**config.mk**
```make
export PLATFORM = sky130hd
export DESIGN_NAME = branch_predict_resolve
export DESIGN_NICKNAME = d
export VERILOG_FILES = /design/src/rtl/branch_predict_resolve.sv
export SDC_FILE = /design/constraint.sdc
export NUM_CORES = 1
export LEC_CHECK = 0
export ABC_CLOCK_PERIOD_IN_PS = 8800
export BUFFER_PORTS_ARGS = -buffer_cell sky130_fd_sc_hd__buf_2
export CAP_MARGIN = 25
export CORE_MARGIN = 2
export CORE_UTILIZATION = 45
export DETAILED_ROUTE_END_ITERATION = 10
export PLACE_DENSITY = 0.78
export SLEW_MARGIN = 20
export SYNTH_ARGS = -nofsm -noshare
export SYNTH_HDL_FRONTEND = slang
export SYNTH_SLANG_ARGS = --single-unit
```
**constraint.sdc**
```tcl
create_clock -name clk -period 8.8 [get_ports clk]
set_input_delay 2.64 -clock clk [delete_from_list [all_inputs] [get_ports clk]]
set_output_delay 2.64 -clock clk [all_outputs]
set_load 0.05 [all_outputs]
```
**src/rtl/branch_predict_resolve.sv**
```systemverilog
// Branch resolution unit with a per-PC 2-bit saturating direction predictor.
// Lookup is in fetch; compare, training and the mispredict pulse come from decode.
module branch_predict_resolve #(
  parameter int         DATA_W   = 32,
  parameter int         IDX_W    = 6,
  parameter logic [1:0] INIT_CNT = 2'b01
) (
  input  logic              clk,
  input  logic              rst,
  input  logic [31:0]       pred_pc_i,
  output logic              pred_taken_o,
  input  logic              res_valid_i,
  input  logic              stall_i,
  input  logic [31:0]       res_pc_i,
  input  logic [5:0]        res_op_i,
  input  logic [DATA_W-1:0] res_a_i,
  input  logic [DATA_W-1:0] res_b_i,
  input  logic              res_pred_i,
  output logic              res_taken_o,
  output logic              mispredict_o,
  output logic              mispredict_taken_o,
  output logic [31:0]       br_cnt_o,
  output logic [31:0]       miss_cnt_o
);

  // Branch control codes as carried on the decode control bus
  localparam logic [5:0] BEQ_CONTROL    = 6'd1;
  localparam logic [5:0] BNE_CONTROL    = 6'd2;
  localparam logic [5:0] BGTZ_CONTROL   = 6'd3;
  localparam logic [5:0] BLEZ_CONTROL   = 6'd4;
  localparam logic [5:0] BLTZ_CONTROL   = 6'd5;
  localparam logic [5:0] BLTZAL_CONTROL = 6'd6;
  localparam logic [5:0] BGEZ_CONTROL   = 6'd7;
  localparam logic [5:0] BGEZAL_CONTROL = 6'd8;

  localparam int DEPTH = 1 << IDX_W;

  logic [1:0]       cnt_tab [DEPTH];
  logic [IDX_W-1:0] pred_idx;
  logic [IDX_W-1:0] res_idx;
  logic [1:0]       cnt_cur;
  logic [1:0]       cnt_next;
  logic             a_neg;
  logic             a_zero;
  logic             a_eq_b;
  logic             is_branch;
  logic             taken;
  logic             fire;
  logic             miss;
  logic             unused_pc_bits;

  assign pred_idx       = pred_pc_i[IDX_W+1:2];
  assign res_idx        = res_pc_i[IDX_W+1:2];
  assign unused_pc_bits = ^{pred_pc_i[31:IDX_W+2], pred_pc_i[1:0],
                            res_pc_i[31:IDX_W+2], res_pc_i[1:0]};

  // No bypass: a same-cycle update to this index shows up next cycle
  assign pred_taken_o = cnt_tab[pred_idx][1];

  assign a_neg  = res_a_i[DATA_W-1];
  assign a_zero = (res_a_i == '0);
  assign a_eq_b = (res_a_i == res_b_i);

  always_comb begin
    is_branch = 1'b1;
    taken     = 1'b0;
    case (res_op_i)
      BEQ_CONTROL:    taken = a_eq_b;
      BNE_CONTROL:    taken = ~a_eq_b;
      BGTZ_CONTROL:   taken = ~a_neg & ~a_zero;
      BLEZ_CONTROL:   taken = a_neg | a_zero;
      BLTZ_CONTROL,
      BLTZAL_CONTROL: taken = a_neg;
      BGEZ_CONTROL,
      BGEZAL_CONTROL: taken = ~a_neg;
      default:        is_branch = 1'b0;
    endcase
  end

  assign res_taken_o = taken;
  assign fire        = res_valid_i & ~stall_i & is_branch;
  assign miss        = taken ^ res_pred_i;

  assign cnt_cur = cnt_tab[res_idx];

  always_comb begin
    cnt_next = cnt_cur;
    if (taken && cnt_cur != 2'b11)
      cnt_next = cnt_cur + 2'b01;
    else if (!taken && cnt_cur != 2'b00)
      cnt_next = cnt_cur - 2'b01;
  end

  always_ff @(posedge clk) begin
    if (rst) begin
      for (int i = 0; i < DEPTH; i++)
        cnt_tab[i] <= INIT_CNT;
      mispredict_o       <= 1'b0;
      mispredict_taken_o <= 1'b0;
      br_cnt_o           <= '0;
      miss_cnt_o         <= '0;
    end else begin
      mispredict_o <= fire & miss;
      if (fire) begin
        cnt_tab[res_idx]   <= cnt_next;
        mispredict_taken_o <= taken;
        if (br_cnt_o != 32'hFFFF_FFFF)
          br_cnt_o <= br_cnt_o + 32'd1;
        if (miss && miss_cnt_o != 32'hFFFF_FFFF)
          miss_cnt_o <= miss_cnt_o + 32'd1;
      end
    end
  end

endmodule

```
==> results by stage <==
Timing:
- The slew of the pin with the lowest slew margin is 1040 ps.
- Setup repair after global routing left no endpoint under its margin.
- The setup TNS is 0 ps.
- The number of setup violations in the final report is 0.
- The worst max-slew margin expressed relative to the limit is 0.306.
- For the final database, setup skew stands at 18.7 ps.
- Static timing analysis puts the maximum clock frequency at 0.131 GHz.
- The final count of pins violating max slew is 0.
- The hold violation count in the final report is 0.
- Dividing the final minimum period by the clock period gives 0.869.
- The worst path in the final design needs a cycle of 7650 ps, including I/O delays and setup.

Logic synthesis:
- Summed over all instances, the cell type with the most area after synthesis is sky130_fd_sc_hd__edfxtp_1.
- The number of flops mapped to enable cells by yosys is 128.
- The fraction of the mapped netlist area in compound gates is 0.161.
- Synthesis produced a netlist with a net count of 1341.
- Of the post-synthesis cell area, the dominant cell type holds 0.312.
- After synthesis, the share of flip-flops with an asynchronous set or reset is 0.
- Of the total synthesized cell area, the portion taken by XOR and XNOR cells is 0.0434.
- By count the netlist is led by sky130_fd_sc_hd__edfxtp_1, sky130_fd_sc_hd__nor2_1, sky130_fd_sc_hd__nand2_1.
- In the post-synthesis netlist, the biggest area contributors are sky130_fd_sc_hd__edfxtp_1, sky130_fd_sc_hd__dfxtp_1, sky130_fd_sc_hd__mux4_2.
- The register bit count reported by yosys is 194.
- The share of synthesized area spent on multiplexers is 0.107.
- After synthesis, the mean cell area works out to 10.3 µm².
- For this run, the register share of the synthesized area comes to 0.419.
- The area fraction in and, or, nand and nor cells after synthesis is 0.217.
- Of the total synthesized cell area, the portion taken by full adders, half adders and majority gates is 0.00406.
- After technology mapping, the gate count stands at 1198.
- Synthesis instantiated 78 different standard cells from the library.
- The dominant combinational cell family by area after synthesis is simple AND/OR/NAND/NOR gates.
- The most instantiated library cell after synthesis is sky130_fd_sc_hd__edfxtp_1.
- The most common flop cell mapped by yosys is sky130_fd_sc_hd__edfxtp_1.
- The Yosys step of the flow raised 0 warnings.
- The mapped netlist covers 12300 µm².

Routing:
- The count of nets left with antenna violations after detail routing is 0.
- For this run, the detailed router's first-pass iteration total came to 7.
- In this run, the number of DRC markers left after iteration 0 of detailed routing was 1023.
- Wires add up to 33100 µm.
- After detailed routing, the average wire length per cell comes to 20.1 µm.
- The via-per-instance ratio is 6.26.
- The routed layout has 10300 vias.
- In the routed design, unresolved DRC markers number 0.

Power and ir drop:
- The cell-internal power is 1.48 mW.
- The share of total power dissipated in sequential elements is 0.474.
- The static leakage is 4.84 nW.
- The final total power is 2.10 mW.
- IR analysis of the VDD net gives a maximum drop of 0.118 mV.
- The fraction of power consumed by the clock network is 0.373.
- Dividing total power by cell area gives a power density of 152 nW/µm².
- The combinational power share is 0.153.
- Of the total power, the share spent switching nets is 0.294.
- The net switching power is 0.616 mW.

Finish:
- The number of standard cells in the final layout excluding fillers is 1650.
- The fill cell total of the finished layout is 2372.
- In the final layout, the share of cells above drive strength 1 is 0.277.
- The number of antenna repair diodes is 0.
- Summing all non-filler instances in the final layout gives an area of 13800 µm².
- The area of the multi-input gates is 6560 µm².
- The number of nets at the end of the flow is 1439.
- From synthesis to final layout, the design area changed by 11.6%.
- For this run, the share of the core covered by cells in the final layout is 0.510.
- The sequential cell area is 5160 µm².

Worst setup path:
- The type of element launching the critical path is an input pin.
- In this run the worst path has a maximum fanout of 16.
- The critical path starts at pred_pc_i[2].
- The worst flop-to-flop path startpoint is cnt_tab[15][0]$_SDFFCE_PN1P_.
- The required time at the worst-slack endpoint is 6160 ps.
- The type of element capturing the critical path is an output pin.
- The critical path is of the input pin to output pin type.
- The arrival time of the worst setup path is 5010 ps.

Global route:
- The global-route usage over all layers is 0.232.
- Global routing finished with a remaining overflow of 0.
- The number of antenna violations at the first check in global routing is 0.
- The maximum number of pins on one net before global-route repair is 81.
- The via count of the first global-routing pass is 10100.
- The first global-routing pass estimated 53200 µm of wire.

Placement:
- The detailed placement HPWL is 22200 µm.
- The cell area after placement is 13100 µm².
- The number of I/O port buffers is 154.
- The number of placed cells counting well taps is 1616.
- The congestion estimate from routability-driven global placement came to 0.922.

Run:
- Across the run, the number of max-cap violations was 0.

Die:
- The number of rows in the core area is 60.
- In this run the horizontal extent of the chip is 169 µm.
- The core region is 27000 µm².
- For this configuration, the core starts out at a cell density of 0.457.
- Pin placement for this block handled 207 I/O pins.
- The vertical die dimension is 169 µm.
- The overall die area is 28700 µm².

Clock network:
- In this run the number of H-tree levels came out at 4.
- The buffer depth of the longest clock path is 2.
- TritonCTS created 17 clock buffers.
- Clock-pin slew was measured on the worst setup and hold paths at 80 ps.
- The count of clock tree sinks is 194.
- The count of hold-fix buffers inserted at cts is 0.
- The root buffer cell chosen for the clock tree is sky130_fd_sc_hd__clkbuf_16.
- The number of gates resized after CTS was 0.
- The clock network latency to the later pin of the worst-skew pair is 450 ps.
- The TritonCTS clock tree is built.
- The number of setup buffers added after CTS is 0.

Outcome:
- The run finished with clean final reports.

Min path:
- The path class of the tightest hold or removal check is register to register.
- The source of the worst hold timing path is mispredict_taken_o$_SDFFE_PP0P_.
==> power by group through the flow <==
stage               Clock (mW)  Sequential [mW]  Combinational [mW]
finish                   0.782            0.993               0.320
global route             0.821            0.995               0.340
CTS                      0.783            0.993               0.314
detailed placement           0             1.01               0.313
global placement             0             1.01               0.309
floorplan                    0             1.01               0.242
==> worst max-delay path: stages <==
cell	delay, ps
sky130_fd_sc_hd__buf_2	500
sky130_fd_sc_hd__mux4_2	610
sky130_fd_sc_hd__mux4_2	550
sky130_fd_sc_hd__mux4_2	470
sky130_fd_sc_hd__buf_2	220
==> final timing paths <==
path	end	slack, ps	depth (start not counted)
worst max-delay path	pred_taken_o	1150	5
worst min-delay path	mispredict_taken_o$_SDFFE_PP0P_	510	2
worst max register to register	cnt_tab[23][0]$_SDFFCE_PN1P_	4850	11
worst min register to register	mispredict_taken_o$_SDFFE_PP0P_	510	2
==> per-layer routing <==
| layer | part of all wire | wire (µm) | global-route usage |
|---|---|---|---|
| met1 | 0.40 | 13300 | 0.308 |
| met2 | 0.47 | 15600 | 0.371 |
| met3 | 0.095 | 3140 | 0.0616 |
| met4 | 0.032 | 1050 | 0.0725 |
| met5 | 0 | 0 | 0 |
==> metrics by stage <==
stage                     setup WS (ps)  hold slack [ps]
final                              1150              514
after CTS                          1150              515
after detailed placement           1150              503
after floorplan                     949              698
after global routing               1080              541
after global placement             1190              481
==> sequential cells by signal, indices dropped and copies added, names as in the netlist <==
name                count
mispredict_o            1
miss_cnt_o             32
mispredict_taken_o      1
br_cnt_o               32
cnt_tab               128
==> final cells by class <==
cell class	count	area share
Tap cell	341	0.0310
Clock inverter	13	0.0102
Multi-Input combinational cell	891	0.477
Inverter	20	0.00546
Clock buffer	19	0.0329
Sequential cell	194	0.376
Timing Repair Buffer	172	0.0680
==> cells by family (layout without fill, tap and decap cells) <==
kind of cell | after synthesis | in the layout
flip-flops | 194 | 194
XOR/XNOR | 61 | 61
AO/OA/AOI/OAI | 254 | 254
buffers and inverters | 113 | 224
AND/OR/NAND/NOR | 481 | 481
multiplexers | 91 | 91
adder cells (fa/ha/maj) | 4 | 4
==> cell usage in the layout, fill, tap and decap left out, types with 11 or more instances in the layout <==
| cell type | instances |
|---|---|
| sky130_fd_sc_hd__a21oi_2 | 25 |
| sky130_fd_sc_hd__o211ai_1 | 26 |
| sky130_fd_sc_hd__nand2b_1 | 34 |
| sky130_fd_sc_hd__a21oi_1 | 21 |
| sky130_fd_sc_hd__xnor2_1 | 51 |
| sky130_fd_sc_hd__mux2i_1 | 25 |
| sky130_fd_sc_hd__o21bai_1 | 45 |
| sky130_fd_sc_hd__nor3_1 | 27 |
| sky130_fd_sc_hd__nand4_1 | 32 |
| sky130_fd_sc_hd__nor2_1 | 101 |
| sky130_fd_sc_hd__a211oi_1 | 16 |
| sky130_fd_sc_hd__dfxtp_1 | 66 |
| sky130_fd_sc_hd__and3_1 | 17 |
| sky130_fd_sc_hd__nand3_1 | 37 |
| sky130_fd_sc_hd__buf_4 | 15 |
| sky130_fd_sc_hd__or2_2 | 23 |
| sky130_fd_sc_hd__mux4_2 | 27 |
| sky130_fd_sc_hd__nor4_1 | 32 |
| sky130_fd_sc_hd__inv_1 | 18 |
| sky130_fd_sc_hd__clkbuf_16 | 17 |
| sky130_fd_sc_hd__buf_2 | 153 |
| sky130_fd_sc_hd__mux2_2 | 31 |
| sky130_fd_sc_hd__and4_1 | 11 |
| sky130_fd_sc_hd__a21boi_2 | 16 |
| sky130_fd_sc_hd__nor2b_1 | 28 |
| sky130_fd_sc_hd__o21ai_0 | 32 |
| sky130_fd_sc_hd__edfxtp_1 | 128 |
| sky130_fd_sc_hd__nand2_1 | 83 |
Power figures use the tool's default switching activity.
